<file path="src/rtl/mem_ctrl_pkg.sv">
// Shared widths, constants and state encoding for the byte-serial memory controller.
package mem_ctrl_pkg;

  localparam int ADDR_LEN  = 32;
  localparam int INSTR_LEN = 32;
  localparam int BYTE_LEN  = 8;

  localparam logic TRUE  = 1'b1;
  localparam logic FALSE = 1'b0;

  localparam logic [ADDR_LEN-1:0] IO_ADDR = 32'h30000;

  typedef enum logic [2:0] {
    IDLE     = 3'd0,
    IC_READ  = 3'd1,
    LS_READ  = 3'd2,
    LS_WRITE = 3'd3,
    DONE     = 3'd4
  } state_e;

  // Anything other than 1 or 2 bytes moves a full word.
  function automatic logic [2:0] norm_len(input logic [2:0] len);
    case (len)
      3'd1:    return 3'd1;
      3'd2:    return 3'd2;
      default: return 3'd4;
    endcase
  endfunction

endpackage

</file>
<file path="src/rtl/mem_ctrl.sv">
// Byte-serial RAM controller arbitrating ICache fetches and LSB loads/stores;
// each result is returned with a one-cycle success pulse.
module mem_ctrl
  import mem_ctrl_pkg::*;
#(
  parameter int                ADDR_W  = ADDR_LEN,
  parameter logic [ADDR_W-1:0] IO_ADDR = mem_ctrl_pkg::IO_ADDR
) (
  input  logic                 clk,
  input  logic                 rst,
  input  logic                 rdy,
  input  logic [BYTE_LEN-1:0]  mem_din,
  output logic [BYTE_LEN-1:0]  mem_dout,
  output logic [ADDR_W-1:0]    mem_a,
  output logic                 mem_wr,
  input  logic                 io_buffer_full,
  input  logic                 clr,
  input  logic                 ic_enable,
  input  logic [ADDR_W-1:0]    ic_addr,
  output logic [INSTR_LEN-1:0] ic_instr,
  output logic                 ic_success,
  input  logic                 ls_enable,
  input  logic                 ls_wr,
  input  logic [ADDR_W-1:0]    ls_addr,
  input  logic [2:0]           ls_len,
  input  logic [31:0]          ls_wdata,
  output logic [31:0]          ls_rdata,
  output logic                 ls_success
);

  state_e                     state_q, state_d;
  logic [ADDR_W-1:0]          base_q, base_d;
  logic [ADDR_W-1:0]          mem_a_q, mem_a_d;
  logic [2:0]                 len_q, len_d;
  logic [2:0]                 cnt_q, cnt_d;
  logic [2:0]                 iss_q, iss_d;
  logic [3:0][BYTE_LEN-1:0]   wdata_q, wdata_d;
  logic [3:0][BYTE_LEN-1:0]   lane_q, lane_d;
  logic [1:0]                 vld_pipe_q, vld_pipe_d;
  logic [BYTE_LEN-1:0]        dout_q, dout_d;
  logic                       wr_q, wr_d;
  logic                       is_ic_q, is_ic_d;
  logic                       ic_succ_q, ic_succ_d;
  logic                       ls_succ_q, ls_succ_d;
  logic [INSTR_LEN-1:0]       ic_instr_q, ic_instr_d;
  logic [31:0]                ls_rdata_q, ls_rdata_d;

  logic [ADDR_W-1:0]          cur_addr;
  logic [ADDR_W-1:0]          iss_addr;
  logic                       io_stall;

  assign cur_addr = base_q + {{(ADDR_W-3){1'b0}}, cnt_q};
  assign iss_addr = base_q + {{(ADDR_W-3){1'b0}}, iss_q};
  assign io_stall = ((cur_addr & IO_ADDR) == IO_ADDR) && io_buffer_full;

  always_comb begin
    state_d    = state_q;
    base_d     = base_q;
    mem_a_d    = mem_a_q;
    len_d      = len_q;
    cnt_d      = cnt_q;
    iss_d      = iss_q;
    wdata_d    = wdata_q;
    lane_d     = lane_q;
    vld_pipe_d = vld_pipe_q;
    dout_d     = dout_q;
    wr_d       = FALSE;
    is_ic_d    = is_ic_q;
    ic_succ_d  = FALSE;
    ls_succ_d  = FALSE;
    ic_instr_d = ic_instr_q;
    ls_rdata_d = ls_rdata_q;

    case (state_q)
      IDLE: begin
        vld_pipe_d = 2'b00;
        if (ls_enable) begin
          base_d  = ls_addr;
          mem_a_d = ls_addr;
          len_d   = norm_len(ls_len);
          wdata_d = ls_wdata;
          lane_d  = '0;
          cnt_d   = 3'd0;
          is_ic_d = FALSE;
          if (ls_wr) begin
            iss_d   = 3'd0;
            state_d = LS_WRITE;
          end else begin
            iss_d      = 3'd1;
            vld_pipe_d = 2'b01;
            state_d    = LS_READ;
          end
        end else if (ic_enable && !clr) begin
          base_d     = ic_addr;
          mem_a_d    = ic_addr;
          len_d      = 3'd4;
          lane_d     = '0;
          cnt_d      = 3'd0;
          iss_d      = 3'd1;
          vld_pipe_d = 2'b01;
          is_ic_d    = TRUE;
          state_d    = IC_READ;
        end
      end

      IC_READ, LS_READ: begin
        // RAM answers one cycle after the address, so each issued byte
        // becomes capturable two edges later.
        vld_pipe_d = {vld_pipe_q[0], 1'b0};
        if (iss_q < len_q) begin
          mem_a_d       = iss_addr;
          iss_d         = iss_q + 3'd1;
          vld_pipe_d[0] = 1'b1;
        end
        if (vld_pipe_q[1]) begin
          lane_d[cnt_q[1:0]] = mem_din;
          cnt_d              = cnt_q + 3'd1;
        end
        if (cnt_q == len_q) begin
          vld_pipe_d = 2'b00;
          state_d    = DONE;
          if (is_ic_q) begin
            ic_succ_d  = TRUE;
            ic_instr_d = lane_q;
          end else begin
            ls_succ_d  = TRUE;
            ls_rdata_d = lane_q;
          end
        end
        // A flush kills only instruction fetches; stores belong to the LSB.
        if (state_q == IC_READ && clr) begin
          vld_pipe_d = 2'b00;
          ic_succ_d  = FALSE;
          ic_instr_d = ic_instr_q;
          state_d    = IDLE;
        end
      end

      LS_WRITE: begin
        if (cnt_q == len_q) begin
          ls_succ_d = TRUE;
          state_d   = DONE;
        end else if (!io_stall) begin
          mem_a_d = cur_addr;
          dout_d  = wdata_q[cnt_q[1:0]];
          wr_d    = TRUE;
          cnt_d   = cnt_q + 3'd1;
        end
      end

      DONE: begin
        state_d = IDLE;
      end

      default: begin
        state_d = IDLE;
      end
    endcase
  end

  always_ff @(posedge clk) begin
    if (rst) begin
      state_q    <= IDLE;
      base_q     <= '0;
      mem_a_q    <= '0;
      len_q      <= 3'd0;
      cnt_q      <= 3'd0;
      iss_q      <= 3'd0;
      wdata_q    <= '0;
      lane_q     <= '0;
      vld_pipe_q <= 2'b00;
      dout_q     <= '0;
      wr_q       <= FALSE;
      is_ic_q    <= FALSE;
      ic_succ_q  <= FALSE;
      ls_succ_q  <= FALSE;
      ic_instr_q <= '0;
      ls_rdata_q <= '0;
    end else if (rdy) begin
      state_q    <= state_d;
      base_q     <= base_d;
      mem_a_q    <= mem_a_d;
      len_q      <= len_d;
      cnt_q      <= cnt_d;
      iss_q      <= iss_d;
      wdata_q    <= wdata_d;
      lane_q     <= lane_d;
      vld_pipe_q <= vld_pipe_d;
      dout_q     <= dout_d;
      wr_q       <= wr_d;
      is_ic_q    <= is_ic_d;
      ic_succ_q  <= ic_succ_d;
      ls_succ_q  <= ls_succ_d;
      ic_instr_q <= ic_instr_d;
      ls_rdata_q <= ls_rdata_d;
    end
  end

  assign mem_a      = mem_a_q;
  assign mem_dout   = dout_q;
  assign mem_wr     = wr_q & rdy;
  assign ic_instr   = ic_instr_q;
  assign ic_success = ic_succ_q;
  assign ls_rdata   = ls_rdata_q;
  assign ls_success = ls_succ_q;

endmodule

</file>
<file path="config.mk">
export PLATFORM = sky130hd
export DESIGN_NAME = mem_ctrl
export DESIGN_NICKNAME = d
export VERILOG_FILES = /design/src/rtl/mem_ctrl_pkg.sv /design/src/rtl/mem_ctrl.sv
export SDC_FILE = /design/constraint.sdc
export NUM_CORES = 1
export LEC_CHECK = 0
export CORE_MARGIN = 1.5
export CORE_UTILIZATION = 46
export CTS_CLUSTER_SIZE = 8
export DETAILED_ROUTE_END_ITERATION = 10
export PLACE_DENSITY = 0.83
export SLEW_MARGIN = 30
export SYNTH_ARGS = -nofsm -noshare
export SYNTH_HDL_FRONTEND = slang
export SYNTH_SLANG_ARGS = --single-unit
</file>
<file path="constraint.sdc">
create_clock -name clk -period 2.7 [get_ports clk]
set_input_delay 0.81 -clock clk [delete_from_list [all_inputs] [get_ports clk]]
set_output_delay 0.81 -clock clk [all_outputs]
set_load 0.01 [all_outputs]
</file>
==> results of run 1 <==
-- worst paths after layout --
check,cells past startpoint,end,startpoint
max,11,mem_dout[0],cnt_q[0]
min,2,ic_instr[19],ic_instr[19]
max reg2reg,11,mem_dout[0],cnt_q[0]
min reg2reg,2,ic_instr[19],ic_instr[19]
-- sequential cells by signal, summed over array words and instances (netlist names), 8 cells and up --
register,count
mem_a,32
base_q,32
wdata_q,32
lane_q,32
ls_rdata,32
mem_dout,8
ic_instr,32
-- worst max-delay path, stage by stage (launching register included) --
cell and delay (ns):
dfxtp_1 0.36, ha_1 0.19, inv_1 0.08, fa_2 0.38, nor2b_4 0.13, o211ai_2 0.12, or4_4 0.46, a22oi_2 0.20
or4_4 0.17, buf_12 0.14, mux2i_2 0.20, nor2_1 0.05
-- cell type report --
type,instances,area share [%]
multi-input cells,900,39.4
repair buffers,292,20.6
clock inverters,2,0.198
well taps,280,2.51
flip-flops and latches,218,31.3
clock buffers,32,5.60
inverters,13,0.350
diodes,1,0.0180
-- cell usage after synthesis, types with 4 or more instances --
| cell | count |
|---|---|
| nand2_1 | 224 |
| dfxtp_1 | 218 |
| nor2_1 | 141 |
| a21oi_1 | 135 |
| clkbuf_1 | 59 |
| mux2i_1 | 46 |
| a22oi_1 | 39 |
| a211oi_1 | 33 |
| o21ai_0 | 22 |
| nand3_1 | 20 |
| xor2_1 | 20 |
| a211oi_2 | 19 |
| nand2b_1 | 18 |
| and3_1 | 13 |
| ha_1 | 13 |
| inv_1 | 13 |
| xnor2_1 | 13 |
| nor3_1 | 12 |
| o22ai_1 | 11 |
| and2_1 | 10 |
| buf_2 | 10 |
| nand4_1 | 10 |
| buf_1 | 9 |
| buf_6 | 7 |
| nor2b_1 | 7 |
| a22o_1 | 6 |
| mux4_4 | 6 |
| and4_1 | 5 |
| mux2_2 | 5 |
| o211ai_1 | 5 |
| o21ai_1 | 5 |
| a31oi_1 | 4 |
| buf_4 | 4 |
-- per-layer routing --
layer | GRT usage (%) | vias to the layer above | routed length (um)
met2 | 41.9 | 440 | 14600
met4 | 8.12 | 0 | 800
met5 | 0 | - | 0
li1 | - | 4746 | -
met3 | 4.31 | 64 | 2240
met1 | 33.5 | 4666 | 12900
-- power by group through the flow --
stage / clock network [W] / logic [W] / registers [W]
6_report: 0.00334 / 0.00140 / 0.00350
5_1_grt: 0.00352 / 0.00151 / 0.00351
4_1_cts: 0.00339 / 0.00138 / 0.00349
3_5_place_dp: 0 / 0.00138 / 0.00355
3_3_place_gp: 0 / 0.00135 / 0.00354
2_1_floorplan: 0 / 0.000767 / 0.00355
-- cells by family (layout without fill, tap and decap cells) --
group | count (synthesis) | count (layout)
xor+xnor | 33 | 33
simple gates | 482 | 482
mux | 59 | 59
fa+ha+maj | 15 | 15
other cells | 0 | 1
compound gates | 311 | 311
flops | 218 | 218
buf+inv | 109 | 339
-- timing repair --
| action | CTS | global route |
|---|---|---|
| resized for setup | 3 | 10 |
| pin swaps | 0 | 1 |
| setup endpoints to repair | 7 | 26 |
-- per-stage QoR --
step / setup slack [ns] / area (um^2)
2_1_floorplan: 0.119 / 10300
3_3_place_gp: -0.211 / 13100
3_5_place_dp: -0.311 / 13100
4_1_cts: 0.00108 / 13900
5_1_grt: -0.0425 / 13900
6_report: 0.0874 / 13900
==> results.txt, run 1 <==
----------------------------------------------------
[Layout]
  Most used cells in the layout excluding fill and tap cells ... nand2_1 (224), clkdlybuf4s50_1 (218), dfxtp_1 (217)
  Multi-input logic area ... 5490 um^2
  Signed area change from the synthesized netlist to the final layout ... 34.8%
  Post-layout utilization of the core ... 63.4%
  Layout filler cell count ... 1787
  Number of nets in the finished design ... 1586
  Commonest non-fill, non-tap cell in the layout ... nand2_1
  Register area ... 4370 um^2
  Share of final-layout standard cells stronger than drive strength 1 ... a little under an eighth
  Fin cells ... 1738

[Pwr]
  Worst supply voltage drop on vdd ... 452 uV
  LEAKAGE ... 5.10 nW
  Gate power share ... between 10% and 20%
  Sw frac ... a little over a quarter
  Power per cell area ... ~600 nW/um^2
  Proportion of power drawn by the clock network ... approximately 41%
  Total chip power ... 0.00823 W
  Register share of total power ... a little over two fifths
  Internal power consumption ... between 0.006 and 0.007 W
  Switching power of the nets ... 0.00219 W

[Timing]
  Final setup viols ... 0
  Min Tclk post-route ... about 2.6 ns
  Final setup TNS ... 0 ns
  Slew Viols, Final ... 0
  Max-slew headroom at the worst pin ... approximately 57%
  Achievable Freq ... 383 MHz
  Post-route fraction of the period consumed by the critical path ... ~97%
  Worst Tran Pin Value ... 0.652 ns
  Worst clock skew ... 0.0197 ns
  Final number of hold-violating endpoints ... 0
  Hold Worst Slack ... approximately 0.45 ns
  RSZ-0062 raised after global routing ... yes

[Setup path]
  Crit Path Category ... flip-flop to flip-flop
  Required time of the worst setup path ... 3.13 ns
  Worst path arrival time ... approximately 3.0 ns
  Maximum fanout count along the critical path ... 9
  Kind of start point of the critical path ... flip-flop
  Type of destination of the critical path ... flip-flop
  R2r setup slk ... 0.09 ns

[Clock network]
  Worst skew pair latency ... ~0.56 ns
  TritonCTS clock tree ... done
  CTS clk-pin slew, worst paths ... 0.05 ns
  Total setup buffers inserted after CTS ... 0
  Maximum clock insertion buffer count ... 3
  TritonCTS buffer count ... 31
  Number of H-tree levels ... 1
  Number of hold buffers added after cts ... 0
  Cell at the root of the clock tree ... clkbuf_16
  Clock Sinks ... 218

[Global route]
  Total gr overflow ... 0
  Maximum number of pins on one net before global-route repair ... between 70 and 80
  Number of antenna violations at the first check in global routing ... 2
  First-pass GRT wire length ... 48800 um
  Overall Global Routing Usage ... 25.3%
  Vias in the first global route ... 9543

[Synthesis]
  Post-synthesis simple-gate area fraction ... 20.7%
  Net count of the mapped netlist ... between 1000 and 1500
  Main combinational cell family by area after synthesis ... simple AND/OR/NAND/NOR gates
  Synth Area in Compound Gates ... 20.3%
  Async S/R FF share, synth ... 0%
  Post-synthesis share of cell area spent on xor and xnor gates ... ~2.8%
  Most instantiated flip-flop cell in the synthesis netlist ... dfxtp_1
  Sequential-to-total area share from yosys stat ... 42.2%
  Mux share of post-synthesis cell area ... 6.89%
  Post-synthesis register bit count ... 218
  Average size of a mapped cell ... approximately 8.4 um^2
  Library cell occupying the most area in the post-synthesis netlist ... dfxtp_1
  Yosys cell types ... 79
  Share of the synthesized area in the top cell type ... 42.2%
  Fraction of the mapped netlist area in adder cells ... under 10%
  Total of warnings raised by yosys ... 0
  Synthesized netlist cell count ... ~1200
  Leading cell types by total area after synthesis ... dfxtp_1 (42%), nand2_1 (8.1%), a21oi_1 (6.5%)
  EDFF count, synth ... 0
  Area of the mapped netlist ... 10300 um^2

[Detailed routing]
  Drt wl/cell ... ~18 um
  Count of TritonRoute iterations in the first routing pass ... 11
  Final wirelength ... between 30000 and 40000 um
  Count of vias placed by the detailed router ... 9916
  Final antenna-violating net count ... 0
  Routed vias/inst ... around 5.7
  Remaining design rule violation count ... 15
  Initial detailed-routing violation count ... 879

[Placed design]
  HPWL Detailed ... 21400 um
  Total of buffers placed on input and output ports ... between 200 and 250
  Total placed cells including tap cells ... 1703
  Final RePlAce weighted congestion ... 0.965

[Run status]
  Result of the run ... complete, but fails checks
  Violations in the final reports ... DRC

[Hold path]
  Worst min-delay path class ... flip-flop to flip-flop

[Die]
  Number of I/O pins ... 222
  Initial cell density of the core ... a little under half
  Die outline area ... 23400 um^2
  Total number of placement rows ... 54
  Die X-Extent ... 153 um
  Standard cell core area ... about 22000 um^2
  Vertical die dimension ... around 150 um

[Job]
  Total of max-cap violations ... 0

----------------------------------------------------
Note: power is estimated with default switching activity, not from simulation.
==> run 2: changes to the inputs <==
--- a/config.mk
+++ b/config.mk
@@ -5,6 +5,7 @@
 export SDC_FILE = /design/constraint.sdc
 export NUM_CORES = 1
 export LEC_CHECK = 0
+export CORE_ASPECT_RATIO = 1.75
 export CORE_MARGIN = 1.5
 export CORE_UTILIZATION = 46
 export CTS_CLUSTER_SIZE = 8
==> results.txt, run 2 (synthesis results as in run 1) <==
----------------------------------------------------
[Placed design]
  HPWL Detailed ... 23600 um
  Total of buffers placed on input and output ports ... 221
  Total placed cells including tap cells ... 1732
  Final RePlAce weighted congestion ... roughly 1
  Placed Area ... 13200 um^2
  Post-placement worst setup slack ... -0.322 ns

[Layout]
  Share of final-layout standard cells stronger than drive strength 1 ... 12.5%
  Number of nets in the finished design ... 1600
  Layout filler cell count ... around 1800
  Register area ... ~4400 um^2
  Design area ... 14000 um^2
  N_diodes ... 0
  Most used cells in the layout excluding fill and tap cells ... nand2_1 (224), clkdlybuf4s50_1 (218), dfxtp_1 (216)
  Multi-input logic area ... 5490 um^2
  Fin cells ... 1765
  Commonest non-fill, non-tap cell in the layout ... nand2_1
  Signed area change from the synthesized netlist to the final layout ... 36.0%

[Clock network]
  TritonCTS buffer count ... 31
  Worst skew pair latency ... 0.54 ns
  Number of H-tree levels ... 1
  Clock Sinks ... 218
  CTS clk-pin slew, worst paths ... roughly 0.060 ns
  Cell at the root of the clock tree ... clkbuf_16
  Maximum clock insertion buffer count ... 3
  Number of hold buffers added after cts ... 0
  TritonCTS clock tree ... done

[Pwr]
  Gate power share ... approximately 18%
  LEAKAGE ... 5.17 nW
  Internal power consumption ... 0.00606 W
  Switching power of the nets ... 0.00220 W
  Proportion of power drawn by the clock network ... 39.9%
  Power per cell area ... roughly 600 nW/um^2
  Register share of total power ... 42.5%
  Sw frac ... 26.6%
  Worst supply voltage drop on vdd ... between 500 and 600 uV

[Run status]
  Result of the run ... completed

[Die]
  Number of I/O pins ... 222
  Standard cell core area ... between 20000 and 25000 um^2
  Vertical die dimension ... 201 um
  Total number of placement rows ... 72
  Die X-Extent ... between 100 and 150 um
  Initial cell density of the core ... 46.8%
  Die outline area ... 23400 um^2

[Setup path]
  Worst path arrival time ... slightly above 3 ns
  R2r setup slk ... 0.08 ns
  Kind of start point of the critical path ... flip-flop
  Capture point of the worst path ... mem_a[23]
  Critical path origin ... base_q[0]
  Required time of the worst setup path ... 3.15 ns
  Reg-to-reg critical path startpoint ... base_q[0]
  End of the worst register-to-register path ... mem_a[23]
  Maximum fanout count along the critical path ... 20
  Type of destination of the critical path ... flip-flop
  Crit Path Category ... flip-flop to flip-flop
  Worst Reg-to-Reg Cells ... 12

[Timing]
  Worst clock skew ... 0.0244 ns
  Max-slew headroom at the worst pin ... a little over half
  Min Tclk post-route ... roughly 2.6 ns
  Hold Worst Slack ... between 0.4 and 0.5 ns
  Post-route fraction of the period consumed by the critical path ... 97.0%
  Final setup viols ... 0
  Final worst slack ... about 0.08 ns
  Final number of hold-violating endpoints ... 0
  Slew Viols, Final ... 0
  Achievable Freq ... about 380 MHz
  Worst Tran Pin Value ... roughly 0.7 ns

[Detailed routing]
  Met3 layer wire length in the routed design ... 1860 um
  Count of vias placed by the detailed router ... 10071
  Count of TritonRoute iterations in the first routing pass ... 7
  Final antenna-violating net count ... 0
  Met2 Routed Length ... 17600 um
  Drt wl/cell ... about 19 um
  Remaining design rule violation count ... 0
  Top sig layer ... met4
  Initial detailed-routing violation count ... 695
  Post-route met1 wirelength ... 11300 um
  Final wirelength ... between 30000 and 40000 um
  Routed vias/inst ... roughly 5.7

[Global route]
  First-pass GRT wire length ... 50700 um
  Overall Global Routing Usage ... 27.3%
  Vias in the first global route ... 10169
  Maximum number of pins on one net before global-route repair ... 67
  Number of antenna violations at the first check in global routing ... 0
  Total gr overflow ... 0

[Job]
  Total of max-cap violations ... 0

[Hold path]
  Hold Startpoint ... ic_instr[19]
  Worst min-delay path class ... flip-flop to flip-flop

----------------------------------------------------
run 2: worst min path at each step:
stage	endpoint	slack [ns]	cells after the start
2_1_floorplan	wdata_q[25]	0.43	2
3_3_place_gp	ic_instr[30]	0.44	2
3_5_place_dp	ic_instr[19]	0.44	2
4_1_cts	ic_instr[19]	0.45	2
5_1_grt	ls_rdata[26]	0.46	2
6_report	ic_instr[19]	0.44	2
run 2: timing repair:
item	4_1_cts	5_1_grt
buffers inserted	0	1
setup endpoints to repair	9	42
pin swaps	0	1
gates resized for setup	4	10
cloned	0	1
run 2: per-stage QoR:
stage	setup TNS [ns]	util (%)	power [W]
after floorplan	0	-	0.00432
after CTS	0	63.3	0.00824
after global placement	-22.10	59.7	0.00492
final	0	63.7	0.00826
after global routing	-0.00147	63.7	0.00851
after detailed placement	-25.03	59.7	0.00496
run 2: final cells by class:
class                           instances  share of cell area [%]
Multi-Input combinational cell        900                    39.1
Sequential cell                       218                    31.1
Clock buffer                           31                    5.52
Clock inverter                          1                  0.0623
Inverter                               13                   0.347
Tap cell                              296                    2.64
Timing Repair Buffer                  306                    21.3
run 2: layer usage:
metal | GRT usage (%) | vias to the layer above
li1 | - | 4746
met4 | 17.2 | 0
met1 | 27.7 | 4728
met3 | 3.46 | 136
met5 | 0 | -
met2 | 50.8 | 461
run 2: critical path, cell delays in order, from the launching register on:
cell	delay (ns)
dfxtp_2	0.34
ha_2	0.19
inv_1	0.06
fa_2	0.37
nor2b_4	0.14
o211ai_2	0.14
or4_4	0.47
nand3_4	0.12
a21oi_4	0.07
buf_12	0.15
clkbuf_16	0.18
buf_4	0.15
a211oi_2	0.16
run 2: power groups by stage:
| stage | combinational (W) | clock (W) | sequential (W) |
|---|---|---|---|
| 4_1_cts | 0.00141 | 0.00333 | 0.00350 |
| 3_3_place_gp | 0.00137 | 0 | 0.00355 |
| 2_1_floorplan | 0.000767 | 0 | 0.00355 |
| 6_report | 0.00145 | 0.00330 | 0.00351 |
| 5_1_grt | 0.00156 | 0.00343 | 0.00352 |
| 3_5_place_dp | 0.00140 | 0 | 0.00356 |
==> run 3: changes to the inputs <==
--- a/config.mk
+++ b/config.mk
@@ -6,7 +6,7 @@
 export NUM_CORES = 1
 export LEC_CHECK = 0
 export CORE_ASPECT_RATIO = 1.75
-export CORE_MARGIN = 1.5
+export CORE_MARGIN = 3
 export CORE_UTILIZATION = 46
 export CTS_CLUSTER_SIZE = 8
 export DETAILED_ROUTE_END_ITERATION = 10
==> results.txt, run 3 (synthesis results as in run 1) <==
----------------------------------------------------
[Global route]
  Number of antenna violations at the first check in global routing ... 1
  Overall Global Routing Usage ... 26.0%
  Vias in the first global route ... 10363
  Total gr overflow ... 0
  Maximum number of pins on one net before global-route repair ... 63
  First-pass GRT wire length ... between 50000 and 60000 um

[Setup path]
  End of the worst register-to-register path ... mem_a[22]
  Kind of start point of the critical path ... flip-flop
  Required time of the worst setup path ... 3.15 ns
  Cell type with the highest occurrence count on the critical path ... buf_4
  Worst Reg-to-Reg Cells ... 12
  Crit path cell chain ... buf_4 -> ha_1 -> inv_1 -> fa_1 -> nor2b_4 -> nor2_1 -> a211oi_2 -> buf_4 -> nor3b_1 -> xor2_1 -> o211ai_1 -> a21oi_1
  Critical path origin ... base_q[0]
  Capture point of the worst path ... mem_a[22]
  Worst path arrival time ... 3.06 ns
  Reg-to-reg critical path startpoint ... base_q[0]
  Maximum fanout count along the critical path ... 5
  Type of destination of the critical path ... flip-flop
  Crit path max-delay cell type ... fa_1
  Crit Path Category ... flip-flop to flip-flop
  R2r setup slk ... 0.09 ns
  Max stage delay on crit path ... 0.42 ns

[Layout]
  Share of final-layout standard cells stronger than drive strength 1 ... 13.3%
  Commonest non-fill, non-tap cell in the layout ... nand2_1
  Multi-input logic area ... 5510 um^2
  Post-layout utilization of the core ... approximately two thirds
  Layout filler cell count ... 1782
  Most used cells in the layout excluding fill and tap cells ... nand2_1 (224), clkdlybuf4s50_1 (218), dfxtp_1 (216)
  Number of nets in the finished design ... about 1600
  Signed area change from the synthesized netlist to the final layout ... 37.3%
  N_diodes ... 0
  Register area ... around 4400 um^2

[Detailed routing]
  Final wirelength ... roughly 33000 um
  Count of vias placed by the detailed router ... 10044
  Post-route met1 wirelength ... 11200 um
  Initial detailed-routing violation count ... 819
  Final antenna-violating net count ... 0
  Routed vias/inst ... 5.66
  Drt wl/cell ... between 15 and 20 um
  Remaining design rule violation count ... 0
  Count of TritonRoute iterations in the first routing pass ... 5
  Met3 layer wire length in the routed design ... 1680 um
  Met2 Routed Length ... 18100 um
  Top sig layer ... met5

[Run status]
  Result of the run ... completed

[Pwr]
  Gate power share ... 17.9%
  LEAKAGE ... 5.22 nW
  Internal power consumption ... slightly above 0.006 W
  Power per cell area ... 582 nW/um^2
  Sw frac ... 26.3%
  Proportion of power drawn by the clock network ... 39.7%
  Register share of total power ... 42.4%
  Worst supply voltage drop on vdd ... 459 uV
  Switching power of the nets ... 0.00217 W
  Total chip power ... about 0.0083 W

[Timing]
  Final number of hold-violating endpoints ... 0
  Min Tclk post-route ... 2.61 ns
  Max-slew headroom at the worst pin ... 52.6%
  Final setup viols ... 0
  Worst Tran Pin Value ... 0.707 ns
  RSZ-0062 raised after global routing ... yes
  Achievable Freq ... about 380 MHz
  Post-route fraction of the period consumed by the critical path ... between 90% and 100%
  Worst clock skew ... 0.0132 ns
  Hold Worst Slack ... 0.447 ns
  Slew Viols, Final ... 0
  Final worst slack ... just under 0.09 ns

[Clock network]
  Maximum clock insertion buffer count ... 3
  Number of hold buffers added after cts ... 0
  Clock Sinks ... 218
  Cell at the root of the clock tree ... clkbuf_16
  TritonCTS clock tree ... done
  TritonCTS buffer count ... 31
  CTS clk-pin slew, worst paths ... about 0.050 ns
  Number of H-tree levels ... 1
  Worst skew pair latency ... 0.53 ns

[Job]
  Total of max-cap violations ... 0

[Die]
  Die outline area ... 24400 um^2
  Total number of placement rows ... 71
  Die X-Extent ... 119 um
  Number of I/O pins ... 222
  Vertical die dimension ... 204 um
  Standard cell core area ... ~22000 um^2
  Initial cell density of the core ... a little under half

[Hold path]
  Worst min-delay path class ... flip-flop to flip-flop
  Hold Startpoint ... ic_instr[28]

[Placed design]
  Post-placement worst setup slack ... -0.253 ns
  Final RePlAce weighted congestion ... 1.01
  HPWL Detailed ... around 24000 um
  Total of buffers placed on input and output ports ... 221

----------------------------------------------------
==> run 3: stage by stage <==
stage / area (um^2) / TNS (ns) / std cells
final: 14200 / 0 / 1773
after floorplan: 10300 / 0 / 1227
after CTS: 14100 / 0 / 1770
after global placement: 13300 / -15.02 / 1738
after global routing: 14200 / -0.0656 / 1773
after detailed placement: 13300 / -18.62 / 1738
==> run 3: layer usage <==
layer  up-vias  global-route usage (%)
li1       4776                       -
met1      4739                    25.8
met2       402                    50.5
met3       125                    3.54
met4         2                    15.1
met5         -                       0
==> run 3: worst min-delay path by stage <==
stage | endpoint | slack [ns] | depth (start not counted)
3_5_place_dp | ic_instr[23] | 0.45 | 2
3_3_place_gp | wdata_q[23] | 0.44 | 2
4_1_cts | ic_instr[28] | 0.45 | 2
2_1_floorplan | wdata_q[25] | 0.43 | 2
6_report | ic_instr[28] | 0.45 | 2
5_1_grt | ic_instr[18] | 0.47 | 2
==> run 3: cell type report <==
| type | count | area share [%] |
|---|---|---|
| Clock buffer | 31 | 5.47 |
| Timing Repair Buffer | 318 | 21.9 |
| Clock inverter | 1 | 0.0617 |
| Multi-Input combinational cell | 900 | 38.9 |
| Inverter | 13 | 0.344 |
| Tap cell | 292 | 2.57 |
| Sequential cell | 218 | 30.8 |
==> run 3: power by group through the flow <==
stage          logic (W)  registers (W)  clock network (W)
6_report         0.00148        0.00350            0.00328
4_1_cts          0.00147        0.00349            0.00332
3_3_place_gp     0.00143        0.00355                  0
5_1_grt          0.00160        0.00351            0.00345
3_5_place_dp     0.00146        0.00355                  0
2_1_floorplan   0.000767        0.00355                  0
==> run 3: critical path, delay by kind of cell (launching register included) <==
kind	cells	cell delay, ns
AO/OA/AOI/OAI	3	0.52
buffers and inverters	3	0.36
XOR/XNOR	1	0.19
adder cells (fa/ha/maj)	2	0.58
flip-flops	1	0.36
AND/OR/NAND/NOR	3	0.53
==> run 3: timing repair <==
action,CTS,global route
pin swaps,0,5
gates resized for setup,4,12
endpoints found under the setup margin,7,40
buffers inserted,0,3
==> edit: new RTL, flow settings as in run 3 <==
Reset style: asynchronous (`rst`), changed in one clocked block.
--- a/src/rtl/mem_ctrl.sv
+++ b/src/rtl/mem_ctrl.sv
@@ -158,7 +158,7 @@
     endcase
   end
 
-  always_ff @(posedge clk) begin
+  always_ff @(posedge clk or posedge rst) begin
     if (rst) begin
       state_q    <= IDLE;
       base_q     <= '0;
Behaviour: differs if rst is asserted again (counterexample within 4 cycles, from zero or initial values and one cycle with rst high); with rst held inactive, the same outputs for 4 cycles.
==> edit against run 3 <==
- maximum frequency down 0.80%
- first-iteration DRC count down 28%
- setup slack worse by 0.021 ns
- synthesized area up 4.0%
- hold slack better by 0.029 ns
- sequential cell count unchanged
- wire length fell by 6.1%
- clock skew up 0.015 ns
- global-route usage fell by 2.3 points
- cell count down 15%
- design area increased by 3.5%
- critical endpoint is now mem_wr
Power is not compared: it rests on default switching activity, and its combinational part moved more than twofold at a synthesized area within 25%.
==> edit: results (changes against run 3) <==
Synth
  – Top cells by area, synth: dfrtp_1 (51%), mux2_2 (12%), nand2_1 (3.3%), o21ai_0 (2.9%), a22o_1 (2.7%)
  – Post-synth top cells: dfrtp_1 (218), mux2_2 (119), nand2_1 (95)
  – Post-synth cell types: 65 (-18%)
  – Sequential-to-total area share from yosys stat: 0.508 (+0.0855)
  – Post-synth net total: 1064 (-22%)
  – Mapped Cells: 934 (-24%)

STA
  – Actual slew at the worst max-slew pin: 0.768 ns (+0.0615 ns)

Route
  – DR top layer: met4
  – Drt pass-1 iters: 7 (+2)
  – Met3 wire length: 1.68 mm (+0.12%)
  – DR iter-0 viols: 587 (-28%)
  – Vias/cell: 5.74 (+1.3%)
  – Routed WL: 30.9 mm (-6.1%)

Worst setup path
  – Arrival @ worst endpoint: 1.82 ns (-1.24 ns)
  – Top cell family by delay on the critical path: buffers and inverters
  – Slowest CP cell: clkdlybuf4s50_1
  – Worst path max stage delay: 0.50 ns (+0.08 ns)

Power
  – LEAKAGE: roughly 6.6 nW

Placed design
  – Hpwl dp: 22.5 mm (-7.3%)

GRT
  – Vias in the first global route: 9085 (-12%)
  – Global router's overall resource usage: 0.237 (-0.0228)

Status
  – Status: finished, final reports clean

Cells and area
  – Layout Cells excl Fill: 1510 (-15%)
  – Final nets: 1338 (-17%)
  – Share of cells above drive strength 1: 0.231 (+0.0979)

Clock tree
  – Clock Latency Late Sink: 0.56 ns (+0.03 ns)
## edit: cell count changes after synthesis, moves of 35 or more
cell	change
dfxtp_1	-218
o21ai_0	+40
mux2_2	+114
a22oi_1	-35
nand2_1	-129
nor2_1	-101
a21oi_1	-113
dfrtp_1	+218
## edit: kinds of logic after synthesis
family / after synthesis / share of synthesized area
AOI/OAI and AO/OA: 186 / 0.114
xor gates and xnor gates: 46 / 0.0375
adders and majority gates: 15 / 0.0189
buffers and inverters: 73 / 0.0309
DFF: 218 / 0.508
muxes: 165 / 0.184
and+or+nand+nor: 231 / 0.107
## edit: power by group through the flow
stage               Clock, mW  Combinational (mW)  Sequential [mW]
floorplan                   0                4.17             5.53
global placement            0                6.83             5.61
detailed placement          0                7.04             5.69
CTS                      3.38                7.08             5.67
global route             3.53                7.94             5.85
finish                   3.29                7.36             5.69
## edit: cell type report
cell class,count,area (um^2),share of cell area
multi-input cells,644,5020,0.342
well taps,300,375,0.0256
flip-flops and latches,218,5460,0.372
inverters,13,52.6,0.00358
diodes,2,5.00,0.000341
clock buffers,31,776,0.0528
clock inverters,2,17.5,0.00119
repair buffers,300,2990,0.203
## edit: stage by stage
| step | hold WS (ns) | TNS, ns | cell area [um^2] | utilization | setup slack (ns) |
|---|---|---|---|---|---|
| after global placement | 0.462 | -4.04 | 13800 | 0.603 | -0.208 |
| after CTS | 0.481 | 0 | 14600 | 0.637 | 0.00683 |
| after detailed placement | 0.471 | -7.58 | 13800 | 0.603 | -0.223 |
| final | 0.476 | 0 | 14700 | 0.643 | 0.0674 |
| after floorplan | 0.449 | -207.12 | 10700 | - | -0.950 |
| after global routing | 0.500 | 0 | 14700 | 0.643 | 0.00390 |
## edit: worst register-to-register path, delay by kind of cell, from the launching register on
family / cells / cell delay [ns]
buffers and inverters: 1 / 0.14
muxes: 1 / 0.35
DFF: 1 / 0.42
AOI/OAI and AO/OA: 2 / 0.36
and+or+nand+nor: 4 / 0.65
adders and majority gates: 2 / 0.56
## edit: worst paths after layout
kind / to / depth (start not counted) / start
min in group asynchronous: mem_a[5] / 2 / rst
worst min-delay path: mem_a[4] / 2 / mem_a[4]
worst min register to register: mem_a[4] / 2 / mem_a[4]
max in group asynchronous: lane_q[0] / 4 / rst
worst max register to register: mem_dout[0] / 10 / base_q[0]
worst max-delay path: mem_wr / 4 / rdy
## edit: per-layer routing
layer | vias to the layer above | global-route usage
met2 | 382 | 0.448
li1 | 3912 | -
met5 | - | 0
met1 | 4252 | 0.249
met3 | 121 | 0.0291
met4 | 0 | 0.128
## edit: repair_timing
action	CTS	global route
hold buffers	0	0
resized for setup	2	9
pin swaps	1	7
cloned	0	3
setup buffers	0	3
setup endpoints to repair	9	36
